**src/rtl/sd_card_pkg.sv**
```systemverilog
// Shared types and constants for the SD card-side command line engine.
// Holds the FSM encoding, frame geometry, CRC7 polynomial and STATUS bit map.
package sd_card_pkg;

    typedef enum logic [2:0] {
        ST_IDLE,
        ST_RX,
        ST_HOLD,
        ST_WAIT_RSP,
        ST_GAP,
        ST_TX
    } state_e;

    localparam int         CMD_FRAME_LEN = 48;
    localparam int         CMD_BODY_LEN  = 40;
    localparam logic [6:0] CRC7_POLY     = 7'h09;

    localparam int STAT_CRC_ERR  = 0;
    localparam int STAT_END_ERR  = 1;
    localparam int STAT_RX_BUSY  = 2;
    localparam int STAT_TX_BUSY  = 3;
    localparam int STAT_CMD_PEND = 4;

    // One serial step of CRC7 (x^7 + x^3 + 1), MSB-first data.
    function automatic logic [6:0] crc7_step(input logic [6:0] crc, input logic din);
        logic fb;
        fb = crc[6] ^ din;
        return {crc[5:0], 1'b0} ^ (fb ? CRC7_POLY : 7'h00);
    endfunction

endpackage

```
**src/rtl/sd_crc_7.sv**
```systemverilog
// Serial CRC7 accumulator with synchronous clear (dominant) and enable.
// Shared between command reception and response transmission.
module sd_crc_7
    import sd_card_pkg::*;
(
    input  logic       clk,
    input  logic       clr,
    input  logic       en,
    input  logic       din,
    output logic [6:0] crc
);

    always_ff @(posedge clk) begin
        if (clr) begin
            crc <= 7'h00;
        end else if (en) begin
            crc <= crc7_step(crc, din);
        end
    end

endmodule

```
**src/rtl/sd_cmd_serial_card.sv**
```systemverilog
// Card-side SD CMD line engine: receives 48-bit host commands, hands them to a
// consumer, then drives the 48-bit response after an Ncr gap.
module sd_cmd_serial_card
    import sd_card_pkg::*;
#(
    parameter int NCR      = 2,
    parameter int STATUS_W = 8
) (
    input  logic                SD_CLK_IN,
    input  logic                RST_IN,
    input  logic                cmd_dat_i,
    output logic                cmd_out_o,
    output logic                cmd_oe_o,
    output logic [39:0]         CMD_OUT,
    output logic                REQ_OUT,
    input  logic                ACK_IN,
    input  logic [39:0]         RSP_IN,
    input  logic                RSP_REQ_IN,
    output logic                RSP_ACK_OUT,
    output logic [STATUS_W-1:0] STATUS
);

    localparam logic [5:0] LAST_BIT  = 6'(CMD_FRAME_LEN - 1);
    localparam logic [5:0] BODY_LAST = 6'(CMD_BODY_LEN - 1);
    localparam logic [5:0] CRC_LAST  = 6'(CMD_FRAME_LEN - 2);
    localparam logic [5:0] NCR_C     = 6'(NCR);
    localparam logic [5:0] NCR_M1    = 6'(NCR - 1);

    state_e      state_q, state_d;
    logic [5:0]  bit_cnt_q;
    logic [5:0]  end_cnt_q;
    logic [5:0]  gap_cnt_q;
    logic [39:0] rx_sr_q;
    logic [6:0]  rx_crc_q;
    logic [39:0] rsp_sr_q;
    logic [39:0] cmd_q;
    logic        crc_err_q, end_err_q, rsp_ack_q;

    logic [6:0]  crc_val;
    logic        crc_clr, crc_en, crc_din;
    logic [2:0]  crc_idx;
    logic        rx_last, tx_last, crc_ok, fmt_ok, gap_armed, tx_bit;

    assign rx_last   = (state_q == ST_RX) && (bit_cnt_q == LAST_BIT);
    assign tx_last   = (state_q == ST_TX) && (bit_cnt_q == LAST_BIT);
    assign crc_ok    = (rx_crc_q == crc_val);
    assign fmt_ok    = cmd_dat_i && rx_sr_q[38];
    // The gap only starts counting once Ncr cycles have passed since the end bit.
    assign gap_armed = (end_cnt_q == NCR_C);
    assign crc_idx   = 3'd6 - bit_cnt_q[2:0];

    assign crc_clr = RST_IN || !((state_q == ST_RX) || (state_q == ST_TX));
    assign crc_en  = ((state_q == ST_RX) || (state_q == ST_TX)) && (bit_cnt_q <= BODY_LAST);
    assign crc_din = (state_q == ST_RX) ? cmd_dat_i : rsp_sr_q[39];

    sd_crc_7 u_crc (
        .clk (SD_CLK_IN),
        .clr (crc_clr),
        .en  (crc_en),
        .din (crc_din),
        .crc (crc_val)
    );

    always_ff @(posedge SD_CLK_IN) begin
        if (RST_IN) state_q <= ST_IDLE;
        else        state_q <= state_d;
    end

    always_comb begin
        state_d = state_q;
        case (state_q)
            ST_IDLE:     if (!cmd_dat_i) state_d = ST_RX;
            ST_RX:       if (rx_last) state_d = (crc_ok && fmt_ok) ? ST_HOLD : ST_IDLE;
            ST_HOLD:     if (ACK_IN) state_d = ST_WAIT_RSP;
            ST_WAIT_RSP: begin
                if (RSP_REQ_IN)      state_d = ST_GAP;
                else if (!cmd_dat_i) state_d = ST_RX;
            end
            ST_GAP:      if (gap_armed && (gap_cnt_q == NCR_M1)) state_d = ST_TX;
            ST_TX:       if (tx_last) state_d = ST_IDLE;
            default:     state_d = ST_IDLE;
        endcase
    end

    always_comb begin
        tx_bit = 1'b1;
        if (bit_cnt_q <= BODY_LAST)     tx_bit = rsp_sr_q[39];
        else if (bit_cnt_q <= CRC_LAST) tx_bit = crc_val[crc_idx];
        cmd_oe_o  = ((state_q == ST_GAP) && gap_armed) || (state_q == ST_TX);
        cmd_out_o = (state_q == ST_TX) ? tx_bit : 1'b1;
    end

    always_ff @(posedge SD_CLK_IN) begin
        if (RST_IN) begin
            bit_cnt_q <= '0;
            end_cnt_q <= '0;
            gap_cnt_q <= '0;
            cmd_q     <= '0;
            crc_err_q <= 1'b0;
            end_err_q <= 1'b0;
            rsp_ack_q <= 1'b0;
        end else begin
            rsp_ack_q <= tx_last;
            if (rx_last)                end_cnt_q <= '0;
            else if (end_cnt_q != NCR_C) end_cnt_q <= end_cnt_q + 6'd1;
            case (state_q)
                ST_IDLE, ST_WAIT_RSP: begin
                    bit_cnt_q <= 6'd1;
                    gap_cnt_q <= '0;
                    rx_sr_q   <= '0;
                    if (state_q == ST_WAIT_RSP && RSP_REQ_IN) rsp_sr_q <= RSP_IN;
                end
                ST_RX: begin
                    bit_cnt_q <= bit_cnt_q + 6'd1;
                    if (bit_cnt_q <= BODY_LAST)     rx_sr_q  <= {rx_sr_q[38:0], cmd_dat_i};
                    else if (bit_cnt_q <= CRC_LAST) rx_crc_q <= {rx_crc_q[5:0], cmd_dat_i};
                    if (rx_last) begin
                        if (crc_ok && fmt_ok) begin
                            cmd_q     <= rx_sr_q;
                            crc_err_q <= 1'b0;
                            end_err_q <= 1'b0;
                        end else begin
                            crc_err_q <= !crc_ok;
                            end_err_q <= !fmt_ok;
                        end
                    end
                end
                ST_GAP: begin
                    bit_cnt_q <= '0;
                    if (gap_armed) gap_cnt_q <= gap_cnt_q + 6'd1;
                end
                ST_TX: begin
                    bit_cnt_q <= bit_cnt_q + 6'd1;
                    if (bit_cnt_q <= BODY_LAST) rsp_sr_q <= {rsp_sr_q[38:0], 1'b0};
                end
                default: ;
            endcase
        end
    end

    assign CMD_OUT     = cmd_q;
    assign REQ_OUT     = (state_q == ST_HOLD);
    assign RSP_ACK_OUT = rsp_ack_q;

    always_comb begin
        STATUS                = '0;
        STATUS[STAT_CRC_ERR]  = crc_err_q;
        STATUS[STAT_END_ERR]  = end_err_q;
        STATUS[STAT_RX_BUSY]  = (state_q == ST_RX);
        STATUS[STAT_TX_BUSY]  = (state_q == ST_GAP) || (state_q == ST_TX);
        STATUS[STAT_CMD_PEND] = REQ_OUT;
    end

endmodule

```
**config.mk**
```make
export PLATFORM = sky130hd
export DESIGN_NAME = sd_cmd_serial_card
export DESIGN_NICKNAME = d
export VERILOG_FILES = /design/src/rtl/sd_card_pkg.sv /design/src/rtl/sd_crc_7.sv /design/src/rtl/sd_cmd_serial_card.sv
export SDC_FILE = /design/constraint.sdc
export NUM_CORES = 1
export LEC_CHECK = 0
export CAP_MARGIN = 20
export CORE_MARGIN = 2
export CORE_UTILIZATION = 45
export DETAILED_ROUTE_END_ITERATION = 7
export PLACE_DENSITY = 0.7
export RECOVER_POWER = 25
export SLEW_MARGIN = 5
export SYNTH_ARGS = -nofsm -noshare
export SYNTH_HDL_FRONTEND = slang
export SYNTH_SLANG_ARGS = --single-unit
```
**constraint.sdc**
```tcl
create_clock -name SD_CLK_IN -period 27.7 [get_ports SD_CLK_IN]
set_input_delay 5.54 -clock SD_CLK_IN [delete_from_list [all_inputs] [get_ports SD_CLK_IN]]
set_output_delay 5.54 -clock SD_CLK_IN [all_outputs]
set_load 0.005 [all_outputs]
```
==> impl_summary.log <==
INFO  metric yosysTopAreaCell = sky130_fd_sc_hd__edfxtp_1
INFO  metric rsz_0062_raised_after_global_routing = false
INFO  metric multi_input_comb_area = 2340 µm²
INFO  metric grt_max_degree = 64
INFO  metric clock_skew = 0.00771 ns
INFO  metric critPathMaxFanout = 41
INFO  metric sequential_cell_area = 4030 µm²
INFO  metric period_share = 30.0%
INFO  metric power_frac_seq = 49.2%
INFO  metric clock_tree_from_tritoncts = built
INFO  metric post_synth.cell_area_avg = 12.5 µm²
INFO  metric dr.pass1.iters = 4
INFO  metric worstRegToRegCells = 6
INFO  metric most_common_library_cells_after_synthesis = sky130_fd_sc_hd__edfxtp_1 (87), sky130_fd_sc_hd__dfxtp_1 (71), sky130_fd_sc_hd__nor2_1 (70)
INFO  metric cts_made_buffers = 17
INFO  metric tmin_final = 8.31 ns
INFO  metric violation_count_after_the_first_detailed_route_iteration = 272
INFO  metric worstReg2RegEnd = u_crc.crc[3]
INFO  metric p_comb_share = 7.8%
INFO  metric pre_cts_slack = 19.89 ns
INFO  metric timing.critical_path.required = 22.16 ns
INFO  metric max-vdd-ir-drop = 0.0379 mV
INFO  metric top_level_ports = 97
INFO  metric clock_sink_count = 158
INFO  metric first_pass_grt_wire_length = 20.8 mm
INFO  metric cp-end-kind = output port
INFO  metric synth.most_common_cell = sky130_fd_sc_hd__edfxtp_1
INFO  metric total_die_area = 15600 µm²
INFO  metric fraction_of_final_layout_cells_sized_beyond_drive_strength_1 = 12.1%
INFO  metric synth.ff_latch_count = 158
INFO  metric synth_enable_flop_cells = 87
INFO  metric die_w = 125 µm
INFO  metric postSynth.topFlopCell = sky130_fd_sc_hd__edfxtp_1
INFO  metric cellInternalPower = 419 µW
INFO  metric areaGrowthSynthToFinish = 24.5%
INFO  metric synth-async-reset-ratio = 0%
INFO  metric cts-root-to-sink-buffers = 2
INFO  metric syn_inst = 527
INFO  metric drc_errors = 0
INFO  metric critical_path.startpoint_type = register
INFO  metric ff2ff_setup_slack = 24.35 ns
INFO  metric reg2reg_from = state_q[0]
INFO  metric min-delay-path-class = register to register
INFO  metric first_global_vias = 4207
INFO  metric worst_ep_arrival = 2.77 ns
INFO  metric run_status = finished, violations left
INFO  metric synth.top_cell.area_share = 39.8%
INFO  metric power_switching_share = 22.1%
INFO  metric fmax = 120 MHz
INFO  metric maxCapViolations = 1
INFO  metric final_antenna_net_count = 0
INFO  metric slew_violations = 42
INFO  metric n_antenna_cell = 0
INFO  metric nFillCells = 1183
INFO  metric failed_checks = capacitance limit, slew limit
INFO  metric synth.lib_cells_used.distinct = 50
INFO  metric finalNetCount = 667
INFO  metric cts.repair_timing.setup_buffer_count = 0
INFO  metric core.rowCount = 44
INFO  metric remaining_max_slew_budget_at_the_tightest_pin = -6.22%
INFO  metric synth_warn = 0
INFO  metric worstMarginPinSlew = 1.59 ns
INFO  metric cell_area_synth = 6570 µm²
INFO  metric hold_viol = 0
INFO  metric final.setup.tns = 0 ns
INFO  metric netlist_top_cells_area = sky130_fd_sc_hd__edfxtp_1 (40%), sky130_fd_sc_hd__dfxtp_1 (22%), sky130_fd_sc_hd__mux2_2 (6.7%)
INFO  metric power.leakage = 2.80 nW
INFO  metric power_per_cell_area = 65.8 nW/µm²
INFO  metric path_class = register to output port
INFO  metric grt_antenna_before_repair = 0
INFO  metric routed_via_density = 5.15
INFO  metric clock_latency_on_the_worst_skew_pair = 0.42 ns
INFO  metric post-dp-hpwl = 7.95 mm
INFO  metric vias = 4178
INFO  metric setup_ws = 19.39 ns
INFO  metric power.net_switching = 119 µW
INFO  metric floorplan.die.height = 125 µm
INFO  metric clkSlewWorstSetupHoldPaths = 0.06 ns
INFO  metric placeableCoreArea = 14400 µm²
INFO  metric gp_congestion = 0.783
INFO  metric whs_path_depth = 2
INFO  metric power_frac_clock = 43.0%
INFO  metric final.hold.worst_slack = 0.471 ns
INFO  metric post_cts_hold_buffer_count = 0
INFO  metric post_cts_resized = 0
INFO  metric routed_wirelength = 12.6 mm
INFO  metric hold_start = CMD_OUT[38]
INFO  metric globalRoute.totalOverflow = 0
INFO  metric min_delay_worst_endpoint = CMD_OUT[38]
INFO  metric numPortBuffers = 93
INFO  metric initial_utilization = 45.7%
INFO  metric synth_seq_area_share = 61.4%
INFO  metric cts.htree.levels = 4
INFO  metric setup_viol_count_final = 0
INFO  metric wire_per_inst = 15.5 µm
INFO  metric grtUsageTotal = 16.7%
INFO  metric clock_tree.root_cell = sky130_fd_sc_hd__clkbuf_16
-- power by group through the flow --
stage | Clock (mW) | Combinational [mW] | Sequential, mW
after floorplan | 0 | 0.0305 | 0.266
after global placement | 0 | 0.0419 | 0.269
after detailed placement | 0 | 0.0432 | 0.269
after CTS | 0.236 | 0.0439 | 0.264
after global routing | 0.245 | 0.0473 | 0.266
final | 0.231 | 0.0419 | 0.264
-- cells in the final DEF, fill, tap and decap left out, types with 3 or more instances in the layout --
cell                              synthesis  routed
sky130_fd_sc_hd__a21oi_1                 13      13
sky130_fd_sc_hd__a311oi_1                 4       4
sky130_fd_sc_hd__a31oi_1                  3       3
sky130_fd_sc_hd__and2_0                   0      26
sky130_fd_sc_hd__and2_1                  43      17
sky130_fd_sc_hd__and3_1                   3       3
sky130_fd_sc_hd__buf_4                    7       6
sky130_fd_sc_hd__bufinv_16                0       3
sky130_fd_sc_hd__clkbuf_1                16       7
sky130_fd_sc_hd__clkbuf_16                0      17
sky130_fd_sc_hd__clkdlybuf4s50_1          0      65
sky130_fd_sc_hd__conb_1                   1       3
sky130_fd_sc_hd__dfxtp_1                 71      71
sky130_fd_sc_hd__dlygate4sd3_1            0      27
sky130_fd_sc_hd__edfxtp_1                87      87
sky130_fd_sc_hd__ha_1                     7       7
sky130_fd_sc_hd__inv_1                    5       5
sky130_fd_sc_hd__mux2_2                  39      39
sky130_fd_sc_hd__mux2i_1                 43      43
sky130_fd_sc_hd__nand2_1                 28      28
sky130_fd_sc_hd__nand2b_1                 7       7
sky130_fd_sc_hd__nand3_1                  9       9
sky130_fd_sc_hd__nand3b_1                 3       3
sky130_fd_sc_hd__nor2_1                  70      70
sky130_fd_sc_hd__nor2b_1                  3       3
sky130_fd_sc_hd__nor3_1                   3       3
sky130_fd_sc_hd__o21ai_0                  4       4
sky130_fd_sc_hd__xnor2_1                 15      15
sky130_fd_sc_hd__xor2_1                   3       3
-- state kept, by name, summed over array words and instances, names as in the netlist --
| register | cells |
|---|---|
| end_cnt_q | 6 |
| end_err_q | 1 |
| RSP_ACK_OUT | 1 |
| rsp_sr_q | 40 |
| u_crc.crc | 7 |
| state_q | 3 |
| crc_err_q | 1 |
| gap_cnt_q | 6 |
| CMD_OUT | 40 |
| bit_cnt_q | 6 |
| rx_sr_q | 40 |
| rx_crc_q | 7 |
-- critical path, stage by stage, from the launching register on --
cell,delay [ns]
sky130_fd_sc_hd__dfxtp_1,0.68
sky130_fd_sc_hd__nor2b_1,0.61
sky130_fd_sc_hd__nand2_1,0.11
sky130_fd_sc_hd__buf_4,0.30
sky130_fd_sc_hd__nand2_1,0.12
sky130_fd_sc_hd__clkdlybuf4s50_1,0.50
-- routing by layer --
metal | vias up | share of wire [%] | GRT usage, %
met5 | - | 0 | 0
met4 | 0 | 0.74 | 4.36
met3 | 11 | 5.5 | 6.01
met2 | 108 | 47 | 27.0
met1 | 2037 | 47 | 21.3
li1 | 2022 | - | -
-- cell type report --
cell class / count / area share [%]
well taps: 184 / 2.82
clock buffers: 24 / 5.65
inverters: 5 / 0.230
repair buffers: 100 / 11.9
multi-input cells: 333 / 28.6
flip-flops and latches: 158 / 49.3
clock inverters: 8 / 1.41
-- stage by stage --
stage	total power, mW	cell area (µm²)	std cells	util (%)
floorplan	0.297	6570	529	-
global placement	0.311	7610	780	53.0
detailed placement	0.312	7610	780	53.0
CTS	0.544	8190	812	57.0
global route	0.557	8170	812	56.9
finish	0.538	8170	812	56.9
-- cell families after synthesis --
family / synth area share [%]
adder cells (fa/ha/maj): 1.33
multiplexers: 13.6
AO/OA/AOI/OAI: 4.14
XOR/XNOR: 2.40
buffers and inverters: 3.14
flip-flops: 61.4
AND/OR/NAND/NOR: 13.9
other: 0.0571
-- worst max path at each step --
stage          slack, ns    startpoint         end  cells after the start
2_1_floorplan      15.01        RST_IN  rx_sr_q[0]                      2
4_1_cts            19.43    state_q[0]    cmd_oe_o                      5
3_3_place_gp       19.97  bit_cnt_q[0]   cmd_out_o                      8
3_5_place_dp       19.89    state_q[0]    cmd_oe_o                      5
6_report           19.39    state_q[0]    cmd_oe_o                      5
5_1_grt            19.27    state_q[0]    cmd_oe_o                      5
(Power assumes the default switching activity.)
